File: src/rtl/axi_adapter_pkg.sv
// axi_adapter_pkg: shared AXI encodings, FSM state types and response merging
package axi_adapter_pkg;
  typedef enum logic [1:0] {FIXED = 2'b00, INCR = 2'b01, WRAP = 2'b10, RSVD = 2'b11} burst_e;
  typedef enum logic [1:0] {OKAY = 2'b00, EXOKAY = 2'b01, SLVERR = 2'b10, DECERR = 2'b11} resp_e;
  typedef enum logic [1:0] {R_IDLE, R_ADDR, R_WAIT, R_DATA} rd_state_e;
  typedef enum logic [2:0] {W_IDLE, W_DATA, W_ISSUE, W_RESP, W_B} wr_state_e;
  // EXOKAY ranks as OKAY so the remaining codes order naturally by value
  function automatic logic [1:0] resp_merge(input logic [1:0] a, input logic [1:0] b);
    logic [1:0] x;
    logic [1:0] y;
    x = (a == EXOKAY) ? OKAY : a;
    y = (b == EXOKAY) ? OKAY : b;
    return (x > y) ? x : y;
  endfunction
endpackage

File: src/rtl/axi_addr_gen.sv
// axi_addr_gen: next beat address for an AXI burst, flagging WRAP lengths that are not 2/4/8/16
module axi_addr_gen
  import axi_adapter_pkg::*;
(
  input  logic [31:0] addr_i,
  input  logic [2:0]  size_i,
  input  logic [7:0]  len_i,
  input  logic [1:0]  burst_i,
  output logic [31:0] next_o,
  output logic        illegal_o
);
  logic [31:0] step;
  logic [31:0] inc;
  logic [31:0] mask;
  always_comb begin
    step = 32'd1 << size_i;
    inc = addr_i + step;
    mask = (({24'd0, len_i} + 32'd1) << size_i) - 32'd1;
    illegal_o = burst_i == WRAP && !(len_i inside {8'd1, 8'd3, 8'd7, 8'd15});
    next_o = (burst_i == INCR || (burst_i == WRAP && illegal_o)) ? inc :
             (burst_i == WRAP) ? ((addr_i & ~mask) | (inc & mask)) : addr_i;
  end
endmodule

File: src/rtl/axi_burst_adapter.sv
// axi_burst_adapter: splits AXI4 bursts into single-beat downstream accesses,
// rebuilding rlast on reads and folding per-beat write responses into one B.
module axi_burst_adapter
  import axi_adapter_pkg::*;
#(
  parameter int TAGW   = 4,
  parameter int DATA_W = 64
) (
  input  logic                aclk,
  input  logic                rst_l,
  input  logic                s_arvalid,
  output logic                s_arready,
  input  logic [31:0]         s_araddr,
  input  logic [TAGW-1:0]     s_arid,
  input  logic [7:0]          s_arlen,
  input  logic [1:0]          s_arburst,
  input  logic [2:0]          s_arsize,
  output logic                s_rvalid,
  input  logic                s_rready,
  output logic [DATA_W-1:0]   s_rdata,
  output logic [1:0]          s_rresp,
  output logic [TAGW-1:0]     s_rid,
  output logic                s_rlast,
  input  logic                s_awvalid,
  output logic                s_awready,
  input  logic [31:0]         s_awaddr,
  input  logic [TAGW-1:0]     s_awid,
  input  logic [7:0]          s_awlen,
  input  logic [1:0]          s_awburst,
  input  logic [2:0]          s_awsize,
  input  logic                s_wvalid,
  output logic                s_wready,
  input  logic [DATA_W-1:0]   s_wdata,
  input  logic [DATA_W/8-1:0] s_wstrb,
  input  logic                s_wlast,
  output logic                s_bvalid,
  input  logic                s_bready,
  output logic [1:0]          s_bresp,
  output logic [TAGW-1:0]     s_bid,
  output logic                m_arvalid,
  input  logic                m_arready,
  output logic [31:0]         m_araddr,
  output logic [TAGW-1:0]     m_arid,
  output logic [7:0]          m_arlen,
  output logic [1:0]          m_arburst,
  output logic [2:0]          m_arsize,
  input  logic                m_rvalid,
  output logic                m_rready,
  input  logic [DATA_W-1:0]   m_rdata,
  input  logic [1:0]          m_rresp,
  input  logic [TAGW-1:0]     m_rid,
  input  logic                m_rlast,
  output logic                m_awvalid,
  input  logic                m_awready,
  output logic [31:0]         m_awaddr,
  output logic [TAGW-1:0]     m_awid,
  output logic [7:0]          m_awlen,
  output logic [1:0]          m_awburst,
  output logic [2:0]          m_awsize,
  output logic                m_wvalid,
  input  logic                m_wready,
  output logic [DATA_W-1:0]   m_wdata,
  output logic [DATA_W/8-1:0] m_wstrb,
  output logic                m_wlast,
  input  logic                m_bvalid,
  output logic                m_bready,
  input  logic [1:0]          m_bresp,
  input  logic [TAGW-1:0]     m_bid
);
  rd_state_e rs_q, rs_d;
  wr_state_e ws_q, ws_d;
  logic [31:0] ra_q, ra_d, wa_q, wa_d, r_next, w_next;
  logic [TAGW-1:0] rid_q, rid_d, wid_q, wid_d;
  logic [7:0] rlen_q, rlen_d, rbeat_q, rbeat_d, wlen_q, wlen_d, wbeat_q, wbeat_d;
  logic [2:0] rsize_q, rsize_d, wsize_q, wsize_d;
  logic [1:0] rburst_q, rburst_d, wburst_q, wburst_d, rresp_q, rresp_d, wmrg_q, wmrg_d;
  logic [DATA_W-1:0] rdata_q, rdata_d, wdata_q, wdata_d;
  logic [DATA_W/8-1:0] wstrb_q, wstrb_d;
  logic r_ill, w_ill, r_last, w_last, w_err;
  logic unused_inputs;
  assign unused_inputs = ^{m_rid, m_rlast, m_bid};
  axi_addr_gen u_rd_gen (.addr_i(ra_q), .size_i(rsize_q), .len_i(rlen_q), .burst_i(rburst_q),
                         .next_o(r_next), .illegal_o(r_ill));
  axi_addr_gen u_wr_gen (.addr_i(wa_q), .size_i(wsize_q), .len_i(wlen_q), .burst_i(wburst_q),
                         .next_o(w_next), .illegal_o(w_ill));
  assign r_last = rbeat_q == rlen_q;
  assign w_last = wbeat_q == wlen_q;
  assign w_err = wburst_q == RSVD || w_ill || (s_wlast != w_last);
  always_ff @(posedge aclk or negedge rst_l)
    if (!rst_l) begin
      rs_q <= R_IDLE;
      ra_q <= '0;
      rid_q <= '0;
      rlen_q <= '0;
      rbeat_q <= '0;
      rsize_q <= '0;
      rburst_q <= '0;
      rresp_q <= '0;
      rdata_q <= '0;
      ws_q <= W_IDLE;
      wa_q <= '0;
      wid_q <= '0;
      wlen_q <= '0;
      wbeat_q <= '0;
      wsize_q <= '0;
      wburst_q <= '0;
      wmrg_q <= '0;
      wdata_q <= '0;
      wstrb_q <= '0;
    end else begin
      rs_q <= rs_d;
      ra_q <= ra_d;
      rid_q <= rid_d;
      rlen_q <= rlen_d;
      rbeat_q <= rbeat_d;
      rsize_q <= rsize_d;
      rburst_q <= rburst_d;
      rresp_q <= rresp_d;
      rdata_q <= rdata_d;
      ws_q <= ws_d;
      wa_q <= wa_d;
      wid_q <= wid_d;
      wlen_q <= wlen_d;
      wbeat_q <= wbeat_d;
      wsize_q <= wsize_d;
      wburst_q <= wburst_d;
      wmrg_q <= wmrg_d;
      wdata_q <= wdata_d;
      wstrb_q <= wstrb_d;
    end
  // Reserved reads skip the downstream access and answer SLVERR with zero data
  always_comb begin
    rs_d = rs_q;
    ra_d = ra_q;
    rid_d = rid_q;
    rlen_d = rlen_q;
    rbeat_d = rbeat_q;
    rsize_d = rsize_q;
    rburst_d = rburst_q;
    rresp_d = rresp_q;
    rdata_d = rdata_q;
    unique case (rs_q)
      R_IDLE: if (s_arvalid) begin
        rs_d = R_ADDR;
        ra_d = s_araddr;
        rid_d = s_arid;
        rlen_d = s_arlen;
        rsize_d = s_arsize;
        rburst_d = s_arburst;
        rbeat_d = '0;
      end
      R_ADDR: if (rburst_q == RSVD) begin
        rs_d = R_DATA;
        rdata_d = '0;
        rresp_d = SLVERR;
      end else if (m_arready) rs_d = R_WAIT;
      R_WAIT: if (m_rvalid) begin
        rs_d = R_DATA;
        rdata_d = m_rdata;
        rresp_d = resp_merge(m_rresp, r_ill ? SLVERR : OKAY);
      end
      R_DATA: if (s_rready) begin
        rs_d = r_last ? R_IDLE : R_ADDR;
        rbeat_d = r_last ? rbeat_q : rbeat_q + 8'd1;
        ra_d = r_last ? ra_q : r_next;
      end
    endcase
  end
  always_comb begin
    s_arready = rst_l && rs_q == R_IDLE;
    m_arvalid = rs_q == R_ADDR && rburst_q != RSVD;
    s_rvalid = rs_q == R_DATA;
    s_rlast = rs_q == R_DATA && r_last;
  end
  // Reserved writes consume W beats locally; every error source folds into the merged response
  always_comb begin
    ws_d = ws_q;
    wa_d = wa_q;
    wid_d = wid_q;
    wlen_d = wlen_q;
    wbeat_d = wbeat_q;
    wsize_d = wsize_q;
    wburst_d = wburst_q;
    wmrg_d = wmrg_q;
    wdata_d = wdata_q;
    wstrb_d = wstrb_q;
    unique case (ws_q)
      W_IDLE: if (s_awvalid) begin
        ws_d = W_DATA;
        wa_d = s_awaddr;
        wid_d = s_awid;
        wlen_d = s_awlen;
        wsize_d = s_awsize;
        wburst_d = s_awburst;
        wbeat_d = '0;
        wmrg_d = OKAY;
      end
      W_DATA: if (s_wvalid) begin
        wdata_d = s_wdata;
        wstrb_d = s_wstrb;
        wmrg_d = resp_merge(wmrg_q, w_err ? SLVERR : OKAY);
        ws_d = wburst_q != RSVD ? W_ISSUE : w_last ? W_B : W_DATA;
        wbeat_d = (wburst_q == RSVD && !w_last) ? wbeat_q + 8'd1 : wbeat_q;
      end
      W_ISSUE: if (m_awready && m_wready) ws_d = W_RESP;
      W_RESP: if (m_bvalid) begin
        wmrg_d = resp_merge(wmrg_q, m_bresp);
        ws_d = w_last ? W_B : W_DATA;
        wbeat_d = w_last ? wbeat_q : wbeat_q + 8'd1;
        wa_d = w_last ? wa_q : w_next;
      end
      W_B: if (s_bready) ws_d = W_IDLE;
      default: ws_d = W_IDLE;
    endcase
  end
  always_comb begin
    s_awready = rst_l && ws_q == W_IDLE;
    s_wready = ws_q == W_DATA;
    m_awvalid = ws_q == W_ISSUE;
    m_wvalid = ws_q == W_ISSUE;
    s_bvalid = ws_q == W_B;
  end
  assign s_rdata = rdata_q;
  assign s_rresp = rresp_q;
  assign s_rid = rid_q;
  assign m_araddr = ra_q;
  assign m_arid = rid_q;
  assign m_arlen = 8'd0;
  assign m_arburst = INCR;
  assign m_arsize = rsize_q;
  assign m_rready = 1'b1;
  assign s_bresp = wmrg_q;
  assign s_bid = wid_q;
  assign m_awaddr = wa_q;
  assign m_awid = wid_q;
  assign m_awlen = 8'd0;
  assign m_awburst = INCR;
  assign m_awsize = wsize_q;
  assign m_wdata = wdata_q;
  assign m_wstrb = wstrb_q;
  assign m_wlast = 1'b1;
  assign m_bready = 1'b1;
endmodule
File: config.mk
export PLATFORM = sky130hd
export DESIGN_NAME = axi_burst_adapter
export DESIGN_NICKNAME = d
export VERILOG_FILES = /design/src/rtl/axi_adapter_pkg.sv /design/src/rtl/axi_addr_gen.sv /design/src/rtl/axi_burst_adapter.sv
export SDC_FILE = /design/constraint.sdc
export NUM_CORES = 1
export LEC_CHECK = 0
export CORE_AREA = 2 2 202 204
export DETAILED_ROUTE_END_ITERATION = 8
export DIE_AREA = 0 0 204 206
export DONT_BUFFER_PORTS = 1
export PLACE_DENSITY = 0.52
export SETUP_SLACK_MARGIN = 0.02
export SKIP_CTS_REPAIR_TIMING = 1
export SYNTH_ARGS = -nofsm -noshare
export SYNTH_HDL_FRONTEND = slang
export SYNTH_SLANG_ARGS = --single-unit
File: constraint.sdc
create_clock -name aclk -period 4.5 [get_ports aclk]
set_input_delay 0.225 -clock aclk [delete_from_list [all_inputs] [get_ports aclk]]
set_output_delay 0.225 -clock aclk [all_outputs]
set_load 0.02 [all_outputs]
==> results of run 1 <==
[path summary, 6_finish.rpt]
| check | end | slack [ns] |
|---|---|---|
| max | flip-flop | 0.44 |
| min | m_awid[0] | -0.65 |
| max reg2reg | flip-flop | 0.44 |
| min reg2reg | wbeat_q[0] | 0.55 |
| max in group asynchronous | asynchronous set/reset pin | 4.28 |
| min in group aclk | s_bresp[0] | -0.01 |
[cells by family after synthesis]
family | share of synthesized area, %
adder cells (fa/ha/maj) | 3.13
multiplexers | 9.04
XOR/XNOR | 3.06
buffers and inverters | 5.91
flip-flops | 40.4
AND/OR/NAND/NOR | 21.0
AO/OA/AOI/OAI | 17.4
other | 0.0468
[stage by stage]
stage | total power [mW] | utilization (%) | hold slack [ns]
detailed placement | 13.7 | 40.7 | -0.0634
finish | 16.6 | 49.3 | -0.653
CTS | 16.4 | 43.4 | -0.690
global route | 17.7 | 49.3 | -0.680
global placement | 13.5 | 40.7 | -0.0646
floorplan | 11.6 | - | -0.0706
[power by group]
group / leakage, nW / total, mW / switching (mW) / internal [mW]
logic: 4.83 / 7.77 / 4.60 / 3.17
clock network: 0.515 / 2.66 / 1.04 / 1.62
registers: 3.21 / 6.13 / 2.71 / 3.42
total: 8.56 / 16.6 / 8.34 / 8.22
[per-layer routing]
| metal | GRT usage (%) | part of all wire [%] |
|---|---|---|
| met3 | 6.83 | 6.8 |
| met1 | 29.8 | 42 |
| met4 | 6.99 | 2.0 |
| met2 | 37.8 | 49 |
| met5 | 0 | 0.083 |
[layout by cell type (no fill, tap or decap), types with 14 or more instances in the layout]
cell and instances:
nand2b_1 18, and3_1 29, nand4_1 23, dfrtp_1 259, nor3_1 32, xnor2_1 33
ha_1 35, nor2_1 116, nor2b_1 15, nand2_1 246, a21o_1 14, mux2_2 109
o31ai_1 15, clkbuf_16 30, mux2i_1 20, a21oi_1 80, inv_1 52, conb_1 23
o21ai_0 78, nor4_1 14, dlygate4sd3_1 238, xor2_1 23, buf_4 39, a31oi_1 23
nand3_1 102
[area by class of cell]
| class | instances | area, sq um |
|---|---|---|
| fillers | 3738 | 20400 |
| multi-input cells | 1326 | 8710 |
| flip-flops and latches | 259 | 6480 |
| repair buffers | 277 | 2680 |
| clock buffers | 39 | 815 |
| well taps | 532 | 666 |
| clock inverters | 14 | 254 |
| inverters | 54 | 203 |
| diodes | 1 | 2.50 |
[critical path, stage by stage (launching register included)]
cell and delay (ns):
dfrtp_1 0.55, ha_1 0.43, nand3_2 0.24, xnor2_1 0.21
a222oi_1 0.49, o22ai_1 0.33, a2111oi_4 0.51, nand4bb_4 0.19
a21oi_2 0.54, o22ai_1 0.15, a211o_1 0.29
==> out/qor.csv, run 1 <==
metric,value,unit
Synth area leaders,"dfrtp_1 40%, mux2_2 7.6%, nand2_1 5.8%",
mapped cell area,16000,sq um
final setup TNS,0,ns
GR Overflow Total,0,
Die Span X,204,microns
nets,2247,
PnR worst setup slack,0.444,ns
Num CTS Buffers,30,
Tcrit/Tclk final,90.1,%
Sink Count,259,
Reg2Reg Launch Point,wlen_q[1],
DRT Pass-1 Iters,7,
"Design Area, Final",19800,sq um
# IOs,518,
Layout Cells excl Fill,2502,
Post-synth EDFFs,0,
H-tree depth,1,
Yosys top cell by area,dfrtp_1,
Slew Limit Fails,0,
die height,206,microns
number of synthesized register bits,259,
Syn. warnings,0,
CP Class,flip-flop to flip-flop,
most instantiated cells after synthesis,"259 x dfrtp_1, 247 x nand2_1, 117 x nor2_1",
Critical Path RT,4.97,ns
peak supply drop,514,uV
Routed wire per std cell,21.3,microns
initial antenna violation count,5,
Tightest Hold Check Type,primary input to asynchronous set/reset pin,
# rows,74,
ys flop type,dfrtp_1,
via count,14200,
Initial Util,39.9,%
Final Wtd Congestion,0.892,
CTS Buffer Depth,3,
Total GRT Usage,23.2,%
Max Cap Viol,0,
CP startpoint,wlen_q[1],
Clock Skews,0.0139,ns
status,"finished, violations left",
share of cells above drive strength 1,12.3,%
failing checks,hold timing,
Worst-Skew Late Latency,0.58,ns
Remaining DRCs,0,
Via-to-Cell Ratio,5.66,
DP Area,16400,sq um
final setup violation count,0,
PwrDens,836,nW/um^2
largest net degree at the start of global routing,262,
min Tclk post-route,4.06,ns
CP Max Fanout,14,
Core Region,40200,sq um
Iteration-0 DRC Markers,1103,
Fin. Hold Viols,261,
die area,42000,sq um
worst path arrival time,4.53,ns
most common cell in the netlist,dfrtp_1,
startpoint types,flip-flop,
fraction of registers with async set/reset,100,%
area grow syn2layout,23.4,%
instance count of the mapped netlist,1760,
headroom to the max-slew limit,28.7,%
Yosys top cell area share,40.4,%
routed wire length,53300,microns
slew of the pin with the lowest slew margin,1.07,ns
WHS,-0.653,ns
hpwl dp,38000,microns
CTS tree,done,
Buffers on Ports,0,
RSZ-0062 raised after global routing,no,
vias in the first global route,12900,
FF-to-FF path depth,10,
post-synth cell types,109,
Routed Antenna Nets,0,
Highest Clock Rate,247,MHz
Leakage,8.56,nW
post-synthesis sequential area ratio,40.4,%
"Reg clk slew, reported paths",0.06,ns
Avg Inst Size Synth,9.12,sq um
Crit. End Element,flip-flop,
first-pass GRT wire length,76700,microns
root buffer cell,clkbuf_16,
placed insts,2210,
pre-CTS setup slack,0.442,ns
Power figures use the tool's default switching activity.
==> run 2, diff against run 1 <==
- GPL_TIMING_DRIVEN: not set -> 0
- MAX_ROUTING_LAYER: not set -> met4
==> out/qor.csv, run 2 (synthesized netlist as in run 1, its figures left out) <==
metric,value,unit
CP startpoint,m_arsize[2],
slowest CP cell,a2111oi_0,
nets,2349,
status,"finished, violations left",
Layout Cells excl Fill,2611,
die area,42000,sq um
Clock Skews,0.0341,ns
FF-to-FF path depth,15,
Buffers on Ports,0,
Tightest Hold Check Type,primary input to asynchronous set/reset pin,
routed wire length,58900,microns
DRT Pass-1 Iters,5,
Reg2Reg Launch Point,m_arsize[2],
min Tclk post-route,4.23,ns
Die Span X,204,microns
die height,206,microns
GR Overflow Total,0,
CTS tree,done,
area grow syn2layout,27.2,%
hpwl dp,43100,microns
CP Max Fanout,10,
Via-to-Cell Ratio,5.69,
Util after Layout,50.8,%
Total GRT Usage,26.7,%
startpoint types,flip-flop,
top cell family by delay on the critical path,compound AO/OA/AOI/OAI gates,
Iteration-0 DRC Markers,1132,
headroom to the max-slew limit,17.8,%
Num CTS Buffers,34,
overall power,17.4,mW
CP bufs+invs,3,
peak supply drop,510,uV
vias in the first global route,13500,
Highest Clock Rate,237,MHz
largest net degree at the start of global routing,262,
CP Class,flip-flop to flip-flop,
Core Region,40200,sq um
failing checks,hold timing,
cells along the critical path,"clkbuf_1, clkbuf_2, nor2_1, nand2_1, inv_1, ha_1, a21o_1, a21o_1, a2111oi_0, o21bai_1, a21oi_2, nor2_1, nand2_1, and4bb_1, a221o_1",
Crit. End Element,flip-flop,
"Design Area, Final",20400,sq um
FF-to-FF setup slack,0.27,ns
share of cells above drive strength 1,13.5,%
DP Area,16800,sq um
Initial Util,39.9,%
Max Cap Viol,0,
H-tree depth,2,
Critical Path RT,4.95,ns
Fin. Hold Viols,261,
Leakage,8.87,nW
Tcrit/Tclk final,93.9,%
final setup violation count,0,
WHS,-0.619,ns
Remaining DRCs,0,
CTS Buffer Depth,3,
"commonest non-fill, non-tap cell in the layout",dfrtp_1,
via count,14900,
Routed wire per std cell,22.6,microns
final setup TNS,0,ns
PwrDens,852,nW/um^2
# IOs,518,
# rows,74,
placed insts,2313,
Routed Antenna Nets,0,
slew of the pin with the lowest slew margin,1.23,ns
Worst-Skew Late Latency,0.57,ns
first-pass GRT wire length,83200,microns
initial antenna violation count,3,
worst path arrival time,4.68,ns
Fill cells,3799,
"Reg clk slew, reported paths",0.06,ns
"commonest cells after routing, fill and taps aside","259 x dfrtp_1, 247 x nand2_1, 234 x dlygate4sd3_1",
RSZ-0062 raised after global routing,no,
Sink Count,259,
Slew Limit Fails,0,
Final Wtd Congestion,0.915,
root buffer cell,clkbuf_16,
CP max stage delay,0.56,ns
-- run 2: changes by cell type in the layout (fill, tap and decap cells not counted), moves of 3 or more --
cell and delta:
clkbuf_1 +59, buf_2 +16, buf_1 +12, clkbuf_2 +7, buf_6 +6, clkbuf_16 +4, dlygate4sd3_1 -4, clkbuf_8 +3
-- run 2: worst max path at each step --
stage	end	slack, ns	cells past startpoint
final	flip-flop	0.27	15
after global routing	flip-flop	0.02	17
after CTS	flip-flop	-0.42	16
after detailed placement	flip-flop	-0.39	16
after global placement	flip-flop	-0.43	16
after floorplan	flip-flop	0.79	17
-- run 2: final cells by class --
type,instances,area [sq um],share of cell area [%]
Multi-Input combinational cell,1326,8730,42.8
Sequential cell,259,6480,31.7
Timing Repair Buffer,234,2340,11.5
Clock buffer,44,948,4.65
Buffer,141,749,3.67
Tap cell,532,666,3.26
Clock inverter,18,283,1.39
Inverter,54,203,0.993
Antenna cell,3,7.51,0.0368
-- run 2: metrics by stage --
step,hold slack [ns],setup slack [ns]
after global placement,-0.0640,-0.427
final,-0.619,0.273
after CTS,-0.651,-0.424
after floorplan,-0.0706,0.795
after detailed placement,-0.0600,-0.389
after global routing,-0.642,0.0181
-- run 2: metal layers --
| metal | wire length (microns) | part of all wire [%] | up-vias | track usage [%] |
|---|---|---|---|---|
| li1 | - | - | 6891 | - |
| met1 | 24500 | 42 | 7247 | 32.7 |
| met2 | 28100 | 48 | 605 | 41.5 |
| met3 | 4590 | 7.8 | 110 | 8.53 |
| met4 | 1710 | 2.9 | 0 | 9.11 |
| met5 | 0 | 0 | - | - |
-- run 2: worst register-to-register path, stage by stage (launching register included) --
cell and delay, ns:
dfrtp_1 0.46, clkbuf_1 0.37, clkbuf_2 0.31, nor2_1 0.12, nand2_1 0.13, inv_1 0.06, ha_1 0.27, a21o_1 0.18
a21o_1 0.21, a2111oi_0 0.56, o21bai_1 0.22, a21oi_2 0.43, nor2_1 0.22, nand2_1 0.13, and4bb_1 0.19, a221o_1 0.25
-- run 2: power breakdown --
| group | internal [mW] | switching, mW |
|---|---|---|
| Clock | 1.81 | 1.18 |
| Combinational | 3.30 | 5.19 |
| Sequential | 3.43 | 2.50 |
| Total | 8.53 | 8.87 |
==> run 3, diff against run 2 <==
- ABC_AREA: not set -> 1
- CTS_BUF_LIST: not set -> sky130_fd_sc_hd__clkbuf_4 sky130_fd_sc_hd__clkbuf_8 sky130_fd_sc_hd__clkbuf_16
==> out/qor.csv, run 3 <==
metric,value,unit
Fin. Hold Viols,262,
via count,15400,
Leakage,9.67,nW
WHS,-0.640,ns
CP Max Fanout,10,
vias in the first global route,13900,
# rows,74,
Synth area leaders,"dfrtp_1 40%, nand2_1 12%, nand3_1 5.6%",
"commonest non-fill, non-tap cell in the layout",nand2_1,
instance count of the mapped netlist,2082,
nets,2667,
final setup TNS,0,ns
CP Class,flip-flop to flip-flop,
Sink Count,259,
post-synthesis sequential area ratio,40.3,%
hpwl dp,41000,microns
Tcrit/Tclk final,89.2,%
mapped cell area,16100,sq um
most instantiated cells after synthesis,"528 x nand2_1, 259 x dfrtp_1, 187 x inv_1",
Highest Clock Rate,249,MHz
final setup violation count,0,
PwrDens,827,nW/um^2
Yosys top cell by area,dfrtp_1,
Iteration-0 DRC Markers,1025,
Num CTS Buffers,30,
ys flop type,dfrtp_1,
DRT Pass-1 Iters,5,
die area,42000,sq um
Internal Dissipation,8.07,mW
peak supply drop,441,uV
area grow syn2layout,26.3,%
Crit. End Element,flip-flop,
Slew Limit Fails,0,
GR Overflow Total,0,
die height,206,microns
startpoint types,flip-flop,
"commonest cells after routing, fill and taps aside","528 x nand2_1, 259 x dfrtp_1, 234 x dlygate4sd3_1",
largest net degree at the start of global routing,262,
Core Region,40200,sq um
Layout Cells excl Fill,2925,
slew of the pin with the lowest slew margin,1.08,ns
Initial Util,40.0,%
post-synth cell types,54,
Total GRT Usage,25.2,%
Critical Path RT,5.02,ns
min Tclk post-route,4.01,ns
Syn. warnings,0,
sequential power share,35.5,%
Clk pwr share,16.8,%
Remaining DRCs,0,
Routed Antenna Nets,0,
H-tree depth,1,
Sw Ratio,52.0,%
Multi-input gate area,8350,sq um
first-pass GRT wire length,80800,microns
placed insts,2635,
CTS tree,done,
# IOs,518,
Die Span X,204,microns
"Reg clk slew, reported paths",0.06,ns
routed wire length,55300,microns
Fill cells,3938,
root buffer cell,clkbuf_16,
Yosys top cell area share,40.3,%
RSZ-0062 raised after global routing,no,
Via-to-Cell Ratio,5.27,
fraction of registers with async set/reset,100,%
Clock Skews,0.0288,ns
share of cells above drive strength 1,12.6,%
Post-synth EDFFs,0,
Worst-Skew Late Latency,0.58,ns
number of synthesized register bits,259,
Routed wire per std cell,18.9,microns
CTS Buffer Depth,3,
Net Switching,8.74,mW
failing checks,hold timing,
Max Cap Viol,0,
Final Wtd Congestion,0.937,
status,"finished, violations left",
initial antenna violation count,3,
sequential standard cell area,6480,sq um
Buffers on Ports,0,
Comb pwr share,47.7,%
most common cell in the netlist,nand2_1,
headroom to the max-slew limit,27.5,%
Avg Inst Size Synth,7.73,sq um
Tightest Hold Check Type,primary input to asynchronous set/reset pin,
worst path arrival time,4.53,ns
run 3: layout make-up:
class,instances,share of cell area [%]
buffer,106,2.76
antenna,3,0.0369
inverter,205,3.79
clock inverter,11,1.17
multi-input combinational,1532,41.1
timing repair buffer,234,11.5
sequential,259,31.9
clock buffer,43,4.44
tap,532,3.28
run 3: worst paths after layout:
kind	cells past startpoint	slack, ns	endpoint	from
worst max-delay path	18	0.49	flip-flop	m_arsize[1]
worst min-delay path	0	-0.64	m_awid[3]	rst_l
worst max register to register	18	0.49	flip-flop	m_arsize[1]
worst min register to register	1	0.56	rbeat_q[4]	rbeat_q[4]
max in group asynchronous	0	4.55	s_rdata[35]	rst_l
min in group aclk	4	-0.08	flip-flop	s_awaddr[15]
run 3: routing by layer:
layer	up-vias	track usage (%)	part of all wire, %
met1	7429	30.4	40
met4	0	5.05	2.1
met5	-	-	0
li1	7412	-	-
met2	490	43.1	50
met3	90	6.31	7.4
run 3: worst max-delay path, stage by stage (launching register included):
cell,delay [ns]
dfrtp_1,0.52
buf_2,0.25
buf_1,0.26
nor3_1,0.25
ha_1,0.22
inv_1,0.06
fa_1,0.39
nand3b_1,0.17
nand2_1,0.12
a21oi_1,0.11
o21ai_1,0.29
nand3_1,0.24
nor2_1,0.26
nand2_1,0.23
nor2_1,0.18
nand3_1,0.10
o21ai_0,0.17
nand3_1,0.09
nand2_1,0.07
run 3: metrics by stage:
stage | util (%) | power [mW] | setup WS (ns) | hold slack (ns) | instance area (sq um)
3_3_place_gp | 41.9 | 13.7 | 0.372 | -0.0643 | 16800
2_1_floorplan | - | 11.4 | 1.18 | -0.0706 | 16200
4_1_cts | 44.7 | 16.7 | 0.312 | -0.672 | 18000
3_5_place_dp | 41.9 | 13.8 | 0.344 | -0.0636 | 16800
6_report | 50.6 | 16.8 | 0.487 | -0.640 | 20300
5_1_grt | 50.6 | 18.1 | 0.0827 | -0.671 | 20300
run 3: power by group through the flow:
stage / combinational (mW) / clock (mW) / sequential, mW
after floorplan: 5.98 / 0 / 5.45
after global placement: 7.70 / 0 / 5.98
after detailed placement: 7.81 / 0 / 5.98
after CTS: 7.84 / 2.88 / 5.96
after global routing: 9.04 / 2.97 / 6.11
final: 8.02 / 2.82 / 5.97
run 3: logic make-up (layout without fill, tap and decap cells):
family | count (synthesis) | count (layout) | synth area share (%)
buffers and inverters | 312 | 599 | 8.30
adders and majority gates | 39 | 39 | 3.13
muxes | 74 | 74 | 5.16
AOI/OAI and AO/OA | 332 | 332 | 12.6
and+or+nand+nor | 1040 | 1040 | 29.1
xor gates and xnor gates | 24 | 24 | 1.31
other | 2 | 26 | 0.0467
DFF | 259 | 259 | 40.3
